==> src/rtl/accel_pkg.sv <==
// Shared defaults and serialiser state encoding for the accelerator stream front end.
package accel_pkg;

    localparam int INSTR_W_DEF = 64;
    localparam int DATA_W_DEF  = 32;

    typedef enum logic [0:0] {
        IDLE = 1'b0,
        SEND = 1'b1
    } ser_state_t;

    // Lane counter width; a single-lane row still needs one bit.
    function automatic int lane_w(input int n);
        return (n > 1) ? $clog2(n) : 1;
    endfunction

endpackage

==> src/rtl/accel_stream_frontend_sync_fifo.sv <==
// Synchronous FIFO with registered occupancy count and a synchronous flush.
// Read data is the head entry, forced to zero while empty.
module sync_fifo #(
    parameter int WIDTH = 64,
    parameter int DEPTH = 8
) (
    input  logic                       clk,
    input  logic                       rst,
    input  logic                       flush,
    input  logic                       push,
    input  logic [WIDTH-1:0]           push_data,
    input  logic                       pop,
    output logic [WIDTH-1:0]           pop_data,
    output logic                       full,
    output logic                       empty,
    output logic [$clog2(DEPTH+1)-1:0] count
);

    localparam int PTR_W = $clog2(DEPTH);
    localparam int CNT_W = $clog2(DEPTH + 1);

    logic [WIDTH-1:0] mem [DEPTH];
    logic [PTR_W-1:0] wr_ptr;
    logic [PTR_W-1:0] rd_ptr;
    logic             do_push;
    logic             do_pop;

    assign full     = (count == CNT_W'(DEPTH));
    assign empty    = (count == '0);
    assign do_push  = push && !full;
    assign do_pop   = pop && !empty;
    assign pop_data = empty ? '0 : mem[rd_ptr];

    // Pointer and count state; flush takes priority over any same-cycle push/pop.
    always_ff @(posedge clk or negedge rst) begin
        if (!rst) begin
            wr_ptr <= '0;
            rd_ptr <= '0;
            count  <= '0;
        end else if (flush) begin
            wr_ptr <= '0;
            rd_ptr <= '0;
            count  <= '0;
        end else begin
            // NOTE: non-blocking assignments keep every register sampling pre-edge values.
            if (do_push) wr_ptr <= wr_ptr + 1'b1;
            if (do_pop)  rd_ptr <= rd_ptr + 1'b1;
            case ({do_push, do_pop})
                2'b10:   count <= count + 1'b1;
                2'b01:   count <= count - 1'b1;
                default: count <= count;
            endcase
        end
    end

    // Storage write port.
    // NOTE: the array has no reset; the count alone decides which entries are valid.
    always_ff @(posedge clk) begin
        if (do_push) mem[wr_ptr] <= push_data;
    end

endmodule

==> src/rtl/accel_stream_frontend.sv <==
// Host stream front end: instruction ingress FIFO, result-row FIFO and a
// row-to-word serialiser driving a 32-bit valid/ready egress stream.
module accel_stream_frontend
    import accel_pkg::*;
#(
    parameter int ARR_SIZE    = 4,
    parameter int INSTR_W     = INSTR_W_DEF,
    parameter int DATA_W      = DATA_W_DEF,
    parameter int IFIFO_DEPTH = 8,
    parameter int OFIFO_DEPTH = 4
) (
    input  logic                             clk,
    input  logic                             rst,
    input  logic                             flush,
    input  logic                             in_valid,
    output logic                             in_ready,
    input  logic [INSTR_W-1:0]               in_instr,
    output logic                             instr_valid,
    input  logic                             instr_ready,
    output logic [INSTR_W-1:0]               instr_out,
    input  logic                             res_valid,
    output logic                             res_ready,
    input  logic [ARR_SIZE*DATA_W-1:0]       res_row,
    output logic                             out_valid,
    input  logic                             out_ready,
    output logic [DATA_W-1:0]                out_data,
    output logic                             out_last,
    output logic                             buffer_full,
    output logic                             almost_full,
    output logic [$clog2(OFIFO_DEPTH+1)-1:0] rows_pending
);

    localparam int ICNT_W = $clog2(IFIFO_DEPTH + 1);
    localparam int LANE_W = lane_w(ARR_SIZE);
    localparam int ROW_W  = ARR_SIZE * DATA_W;

    logic              ready_en;
    logic              ififo_full;
    logic              ififo_empty;
    logic [ICNT_W-1:0] icount;
    logic              rfifo_full;
    logic              rfifo_empty;
    logic [ROW_W-1:0]  rfifo_data;
    logic              row_pop;

    ser_state_t        state_q;
    ser_state_t        state_d;
    logic [ROW_W-1:0]  row_q;
    logic [LANE_W-1:0] lane_q;
    logic              is_last;
    logic [DATA_W-1:0] lanes [ARR_SIZE];

    // Holds both ready outputs low while reset is asserted.
    always_ff @(posedge clk or negedge rst) begin
        if (!rst) ready_en <= 1'b0;
        else      ready_en <= 1'b1;
    end

    assign in_ready     = ready_en && !ififo_full;
    assign res_ready    = ready_en && !rfifo_full;
    assign instr_valid  = !ififo_empty;
    assign buffer_full  = ififo_full;
    assign almost_full  = (icount >= ICNT_W'(IFIFO_DEPTH - 1));

    sync_fifo #(.WIDTH(INSTR_W), .DEPTH(IFIFO_DEPTH)) u_instr_fifo (
        .clk       (clk),
        .rst       (rst),
        .flush     (flush),
        .push      (in_valid && in_ready),
        .push_data (in_instr),
        .pop       (instr_valid && instr_ready),
        .pop_data  (instr_out),
        .full      (ififo_full),
        .empty     (ififo_empty),
        .count     (icount)
    );

    sync_fifo #(.WIDTH(ROW_W), .DEPTH(OFIFO_DEPTH)) u_row_fifo (
        .clk       (clk),
        .rst       (rst),
        .flush     (flush),
        .push      (res_valid && res_ready),
        .push_data (res_row),
        .pop       (row_pop),
        .pop_data  (rfifo_data),
        .full      (rfifo_full),
        .empty     (rfifo_empty),
        .count     (rows_pending)
    );

    for (genvar i = 0; i < ARR_SIZE; i++) begin : g_lane
        assign lanes[i] = row_q[i*DATA_W +: DATA_W];
    end

    assign is_last = (lane_q == LANE_W'(ARR_SIZE - 1));

    // Serialiser state register.
    always_ff @(posedge clk or negedge rst) begin
        if (!rst)       state_q <= IDLE;
        else if (flush) state_q <= IDLE;
        else            state_q <= state_d;
    end

    // Next state: leave SEND only when the last lane goes out with nothing queued.
    always_comb begin
        // NOTE: default first so every path assigns state_d and no latch is inferred.
        state_d = state_q;
        case (state_q)
            IDLE: if (!rfifo_empty) state_d = SEND;
            SEND: if (out_ready && is_last && rfifo_empty) state_d = IDLE;
            default: state_d = IDLE;
        endcase
    end

    // Outputs and row FIFO pop; a finished row reloads back-to-back when another is queued.
    always_comb begin
        out_valid = 1'b0;
        out_data  = '0;
        out_last  = 1'b0;
        row_pop   = 1'b0;
        case (state_q)
            IDLE: row_pop = !rfifo_empty;
            SEND: begin
                out_valid = 1'b1;
                out_data  = lanes[lane_q];
                out_last  = is_last;
                row_pop   = out_ready && is_last && !rfifo_empty;
            end
            default: ;
        endcase
    end

    // Row register and lane counter; flush discards a partially sent row.
    always_ff @(posedge clk or negedge rst) begin
        if (!rst) begin
            row_q  <= '0;
            lane_q <= '0;
        end else if (flush) begin
            row_q  <= '0;
            lane_q <= '0;
        end else if (row_pop) begin
            row_q  <= rfifo_data;
            lane_q <= '0;
        end else if (state_q == SEND && out_ready && !is_last) begin
            lane_q <= lane_q + 1'b1;
        end
    end

endmodule

==> config.mk <==
export PLATFORM = sky130hd
export DESIGN_NAME = accel_stream_frontend
export DESIGN_NICKNAME = d
export VERILOG_FILES = /design/src/rtl/accel_pkg.sv /design/src/rtl/accel_stream_frontend_sync_fifo.sv /design/src/rtl/accel_stream_frontend.sv
export SDC_FILE = /design/constraint.sdc
export NUM_CORES = 1
export LEC_CHECK = 0
export CAP_MARGIN = 20
export CORE_MARGIN = 4
export CORE_UTILIZATION = 30
export DETAILED_ROUTE_END_ITERATION = 16
export DONT_BUFFER_PORTS = 1
export GPL_ROUTABILITY_DRIVEN = 0
export PLACE_DENSITY_LB_ADDON = 0.25
export SLEW_MARGIN = 10
export SYNTH_ARGS = -nofsm -noshare
export SYNTH_HDL_FRONTEND = slang
export SYNTH_SLANG_ARGS = --single-unit
export TNS_END_PERCENT = 20
==> constraint.sdc <==
create_clock -name clk -period 11.2 [get_ports clk]
set_input_delay 1.12 -clock clk [delete_from_list [all_inputs] [get_ports clk]]
set_output_delay 1.12 -clock clk [all_outputs]
set_load 0.1 [all_outputs]
==> flow_summary.toml <==
[status]
status = "finished, violations left"
violations = "antenna violations"

[logic_synthesis]
synth_edf_count = 1024
portion_of_synthesized_cell_area_occupied_by_the_leading_cell_type_pct = 67.8
async_flop_share_pct = 12.7
synth_cell_type_count = 55
synth_top_cells_by_area = "edfxtp_1, mux4_2, dfrtp_1, nand2_1, mux2i_1"
synthesis.yosys.warnings = 0
synthesis.instances = 2275
synth_fp_nets = 2484
post_synth_most_frequent_cells = "edfxtp_1, mux4_2, nand2_1, dfrtp_1, a21oi_1"
synth.ff_latch_count = 1173
synth-seq-area-share_pct = 76.1
synth_top_area_cell = "edfxtp_1"
post_synth.cell_area_avg_um2 = 19.9
most_used_standard_cell_by_instance_count_after_synthesis = "edfxtp_1"
post_synth_instance_area_um2 = 45300
synthFlopType = "edfxtp_1"

[global_routing]
grt_antenna_before_repair = 11
grt_usage_pct = 14.0
grt_start_max_net_pins = 157
grt-ovfl-total = 0
grt_first_pass_wirelength_um = 160000
first_global_vias = 22700

[worst_setup_path]
timing.critical_path.required_ns = 10.08
crit_path_cell_trace = "buf_4 > mux4_2 > mux2i_1 > nor2_2"
r2r_start = "u_row_fifo.count[0]"
critical_path_class = "flop to output pin"
critical_path.startpoint_type = "flop"
worst_r2r_endpoint = "u_row_fifo.mem[3][63]"
r2r_cells = 5
crit_path_max_incr_delay_ns = 0.93
timing.reg2reg.setup_slack_ns = 6.62
critical_path.endpoint_type = "output pin"
crit_fanout = 48
critical-path-slowest-cell = "dfrtp_4"
critPathArrivalTime_ns = 3.99

[route]
dr.pass1.iters = 5
via_count = 21400
route.detailed.drc = 0
route.detailed.wl_per_inst_um = 24.9
detail_route.iter0.violations = 1390
antenna_violating_nets_post_route = 1
vias_per_cell = 4.77
routed_wl_um = 112000

[placed_design]
dp.cells = 4212
io_buffer_count = 0
post-place-ws_ns = 6.61
dp_hpwl_um = 66600

[die]
io_pins = 305
initial_utilization_pct = 30.2
core_area_um2 = 150000
die-width_um = 397
chip_height_um = 397
std_cell_rows = 142
dieArea_um2 = 157000

[clocking]
cts.sink_count = 1173
post-cts-setup-buffers = 0
clock_tree.buffer_depth = 3
clock_insertion_delay_worst_skew_ns = 0.76
cts-buffers-inserted = 120
tritoncts_clock_tree = "done"
clockRootBuffer = "clkbuf_16"
clock_tree.htree_level_count = 3
clkTransAtPathRegs_ns = 0.06

[finish]
num-nets-final = 2534
final-instance-count-excl-fill = 4480
final_layout_size_suffix_gt1_share_pct = 26.6
area_growth_pct = 15.7

[sta]
finalSetupTns_ns = 0
actual_slew_at_the_worst_max_slew_pin_ns = 1.19
hold_viol = 0
clock_skew_ns = 0.0997
max_slew_margin_vs_limit_pct = 20.9
period_minus_slack_ns = 5.11
setup_ws_ns = 6.09
timing_max_transition_violations_final = 0
final_min_period_over_clock_period_pct = 45.7
setup_viol_count_final = 0
fmax_ghz = 0.196
setup_repair_after_global_routing_missed_its_margin = "no"

[power]
total_leakage_power_nw = 16.4
power.density_cell_area_nw_per_um2 = 256
max-vdd-ir-drop_mv = 0.166

[flow_run]
cap_violations = 0

[worst_hold_path]
worst_hold_path_type = "input pin to async pin"
## layout by cell type (no fill, tap or decap), drive strengths merged, types with 16 or more instances in the layout
master / count
clkinv: 61
nand2: 264
edfxtp: 1024
nor2: 82
mux4: 288
a21oi: 136
dfrtp: 149
and2: 40
clkbuf: 138
bufinv: 16
diode: 31
mux2i: 69
buf: 62
## stage by stage
step                hold slack, ns  cell area [um2]  power, W  utilization, %
floorplan                    0.497            45300   0.00859               -
global placement             0.507            47700   0.00929            31.8
detailed placement           0.510            48000   0.00948            32.0
CTS                       0.000588            52200    0.0136            34.8
global route                0.0187            52300    0.0140            34.9
finish                      0.0861            52400    0.0134            35.0
## where the power goes
part	switching, W	internal (W)	total, W
Sequential	0.000270	0.00508	0.00535
Clock	0.00172	0.00239	0.00411
Combinational	0.00280	0.00118	0.00398
Total	0.00479	0.00864	0.0134
## sequential cells by signal (all words and copies together) (netlist names), 2 cells and up
name	count
lane_q	2
u_row_fifo.count	3
u_row_fifo.rd_ptr	2
row_q	128
u_instr_fifo.count	4
u_instr_fifo.mem	512
u_row_fifo.mem	512
u_instr_fifo.wr_ptr	3
u_row_fifo.wr_ptr	2
u_instr_fifo.rd_ptr	3
## how the worst max path moves through the flow
stage                                 from                      to  slack [ns]
finish              u_instr_fifo.rd_ptr[0]            instr_out[4]        6.09
detailed placement  u_instr_fifo.rd_ptr[1]            instr_out[3]        6.61
CTS                 u_instr_fifo.rd_ptr[1]            instr_out[3]        5.77
floorplan                         in_valid  u_instr_fifo.mem[0][0]        2.94
global placement    u_instr_fifo.rd_ptr[1]           instr_out[52]        6.64
global route        u_instr_fifo.rd_ptr[0]            instr_out[4]        5.75
## critical path: cells and delay by family, from the launching register on
family	cells	cell delay, ns
buffers and inverters	1	0.88
muxes	2	0.53
DFF	1	0.93
and+or+nand+nor	1	0.89
## layer usage
metal | vias up | part of all wire [%] | GRT usage [%]
met1 | 11500 | 39 | 16.7
met5 | - | 0.012 | 0
met2 | 588 | 49 | 23.3
met4 | 2 | 1.8 | 3.30
li1 | 9168 | - | -
met3 | 127 | 10 | 6.02
## kinds of logic after synthesis
kind of cell | count (synthesis) | synth area share, %
AO/OA/AOI/OAI | 153 | 1.89
XOR/XNOR | 10 | 0.235
adder cells (fa/ha/maj) | 10 | 0.293
buffers and inverters | 142 | 1.59
flip-flops | 1173 | 76.1
multiplexers | 360 | 15.9
other | 1 | 0.00827
AND/OR/NAND/NOR | 426 | 4.01
## area by class of cell
class | count | area (um2)
diodes | 31 | 77.6
inverters | 7 | 26.3
clock buffers | 138 | 3120
repair buffers | 63 | 773
flip-flops and latches | 1173 | 34500
fillers | 14000 | 97500
multi-input cells | 960 | 10400
well taps | 2016 | 2520
clock inverters | 92 | 1050
## timing repair
action / 4_1_cts / 5_1_grt
resized for setup: 0 / 0
hold endpoints to repair: 61 / 0
hold buffers: 2 / 0
No activity file was read; power rests on OpenSTA's default activity.
==> variant, RTL diff (same flow settings) <==
The parameter `IFIFO_DEPTH` goes from 8 to 16.
--- a/src/rtl/accel_stream_frontend.sv
+++ b/src/rtl/accel_stream_frontend.sv
@@ -6,7 +6,7 @@
     parameter int ARR_SIZE    = 4,
     parameter int INSTR_W     = INSTR_W_DEF,
     parameter int DATA_W      = DATA_W_DEF,
-    parameter int IFIFO_DEPTH = 8,
+    parameter int IFIFO_DEPTH = 16,
     parameter int OFIFO_DEPTH = 4
 ) (
     input  logic                             clk,
Formal check against the unedited RTL: same outputs for any inputs over 4 cycles, from zero or initial values and one cycle with rst low; that may be too few to reach the edited logic, so the function may still have changed.
==> variant against the original RTL <==
  * Register-to-register slack improved by 370 ps
  * Routed wire length increased by 49%
  * Final cell count increased by 35%
  * Area after synthesis increased by 43%
  * Sequential cell count increased by 515
  * Setup slack got worse by 810 ps
  * Fmax decreased by 14%
  * Design area increased by 42%
  * Sequential share of layout area increased by 1.5 points
  * Via count increased by 37%
  * Power increased by 35%
  * Critical endpoint is now instr_out[57]
  * Critical path type unchanged
  * Sequential power increased by 39%
==> variant: results (changes against the original RTL) <==
stage	metric	value	unit	change
status	run_status	finished clean		
timing	slew_headroom	0.210		+0.00131
logic_synthesis	synth_top_cells_by_area	sky130_fd_sc_hd__edfxtp_1 (71%), sky130_fd_sc_hd__mux4_2 (17%), sky130_fd_sc_hd__dfrtp_1 (5.9%)		
global_routing	grt_util_met3	0.0666		+0.00636
logic_synthesis	synth.area.mux_share	0.168		+0.00846
clock_network	htree_levels	4		+1
setup_path	r2r_start	lane_q[0]		
clock_network	numCtsBuffers	182		+52%
setup_path	cp-endpoint	instr_out[57]		
logic_synthesis	synth_compound_gate_area_share	0.0134		-0.00546
drt	via_per_inst	4.85		+1.7%
setup_path	critical_path.max_fanout	96		+100%
logic_synthesis	synth.cells.most_frequent	sky130_fd_sc_hd__edfxtp_1 (1536), sky130_fd_sc_hd__mux4_2 (480), sky130_fd_sc_hd__nand2_1 (266)		
logic_synthesis	synth.yosys.seq_area_share	0.770		+0.00946
logic_synthesis	syn-num-nets	3189		+28%
drt	per_cell_routed_wire_length	27.6	µm	+11%
logic_synthesis	number_of_enable_flip_flop_cells_after_synthesis	1536		+50%
setup_path	timing.rr.end	row_q[50]		
global_routing	met1_usage	0.174		+0.00622
global_routing	track_usage	0.148		+0.00885
final_layout	final_net_count	3255		+28%
power	power_leakage	22.9	nW	+40%
global_routing	grt_max_degree	153		-2.5%
drt	detail_route.iter0.violations	1995		+44%
logic_synthesis	async_reset_ff_frac	0.0900		-0.0370
logic_synthesis	synth_adder_area_share	0.00262		-0.000301
global_routing	number_of_global_route_vias_before_repair	31800		+40%
global_routing	grt_first_pass_wirelength	238	mm	+48%
setup_path	delay_contributed_by_the_slowest_stage_of_the_critical_path	860	ps	-70 ps
final_layout	post_route_cells_drive_above_1_share	0.265		-0.000742
global_routing	globalRouteMet2Util	0.247		+0.0147
clock_network	worst_skew_pair.late_latency	820	ps	+60 ps
setup_path	rrSetupSlack	6990	ps	+370 ps
placed_design	place.detailed.hpwl	91.4	mm	+37%
timing	fin_skew	48.2	ps	-51.6 ps
setup_path	ff2ff_path_depth	8		+3
logic_synthesis	synth_xor_xnor_area_share	0.00189		-0.000455
final_layout	reg_top3	u_instr_fifo.mem (1024), u_row_fifo.mem (512), row_q (128)		
setup_path	cpLargestDelayFamily	buffers and inverters		
==> variant: kinds of logic (layout without fill, tap and decap cells) <==
kind of cell | count (synthesis) | after routing
adder cells (fa/ha/maj) | 13 | 13
buffers and inverters | 182 | 399
other | 1 | 5
XOR/XNOR | 14 | 14
multiplexers | 485 | 485
flip-flops | 1688 | 1688
AO/OA/AOI/OAI | 158 | 158
AND/OR/NAND/NOR | 436 | 436
==> variant: metrics by stage <==
step / area (µm²) / cells / setup WS, ps / hold slack [ps]
floorplan: 64800 / 2977 / 6150 / 497
global placement: 68100 / 5694 / 6060 / 506
detailed placement: 68200 / 5695 / 6030 / 512
CTS: 74200 / 6031 / 5090 / 294
global route: 74300 / 6035 / 4900 / 303
finish: 74300 / 6036 / 5270 / 337
==> variant: area by class of cell <==
type	instances	area share
sequential	1688	0.673
multi-input combinational	1107	0.190
clock buffer	233	0.0654
tap	2838	0.0478
clock inverter	102	0.0161
timing repair buffer	56	0.00694
inverter	8	0.000404
antenna	4	0.000135
==> variant: repair_timing <==
action,in CTS,in global routing
hold buffers,1,0
resized for setup,0,0
hold endpoints to repair,152,0
==> variant: power breakdown <==
group | total, W | internal [W] | switching (W)
sequential | 0.00745 | 0.00718 | 0.000270
combinational | 0.00465 | 0.00146 | 0.00319
clock | 0.00602 | 0.00349 | 0.00253
total | 0.0181 | 0.0121 | 0.00599
==> variant: layer usage <==
| metal | wire [µm] | part of all wire |
|---|---|---|
| met1 | 63100 | 0.38 |
| met2 | 82300 | 0.49 |
| met3 | 17200 | 0.10 |
| met4 | 4060 | 0.024 |
| met5 | 13 | 0.000078 |
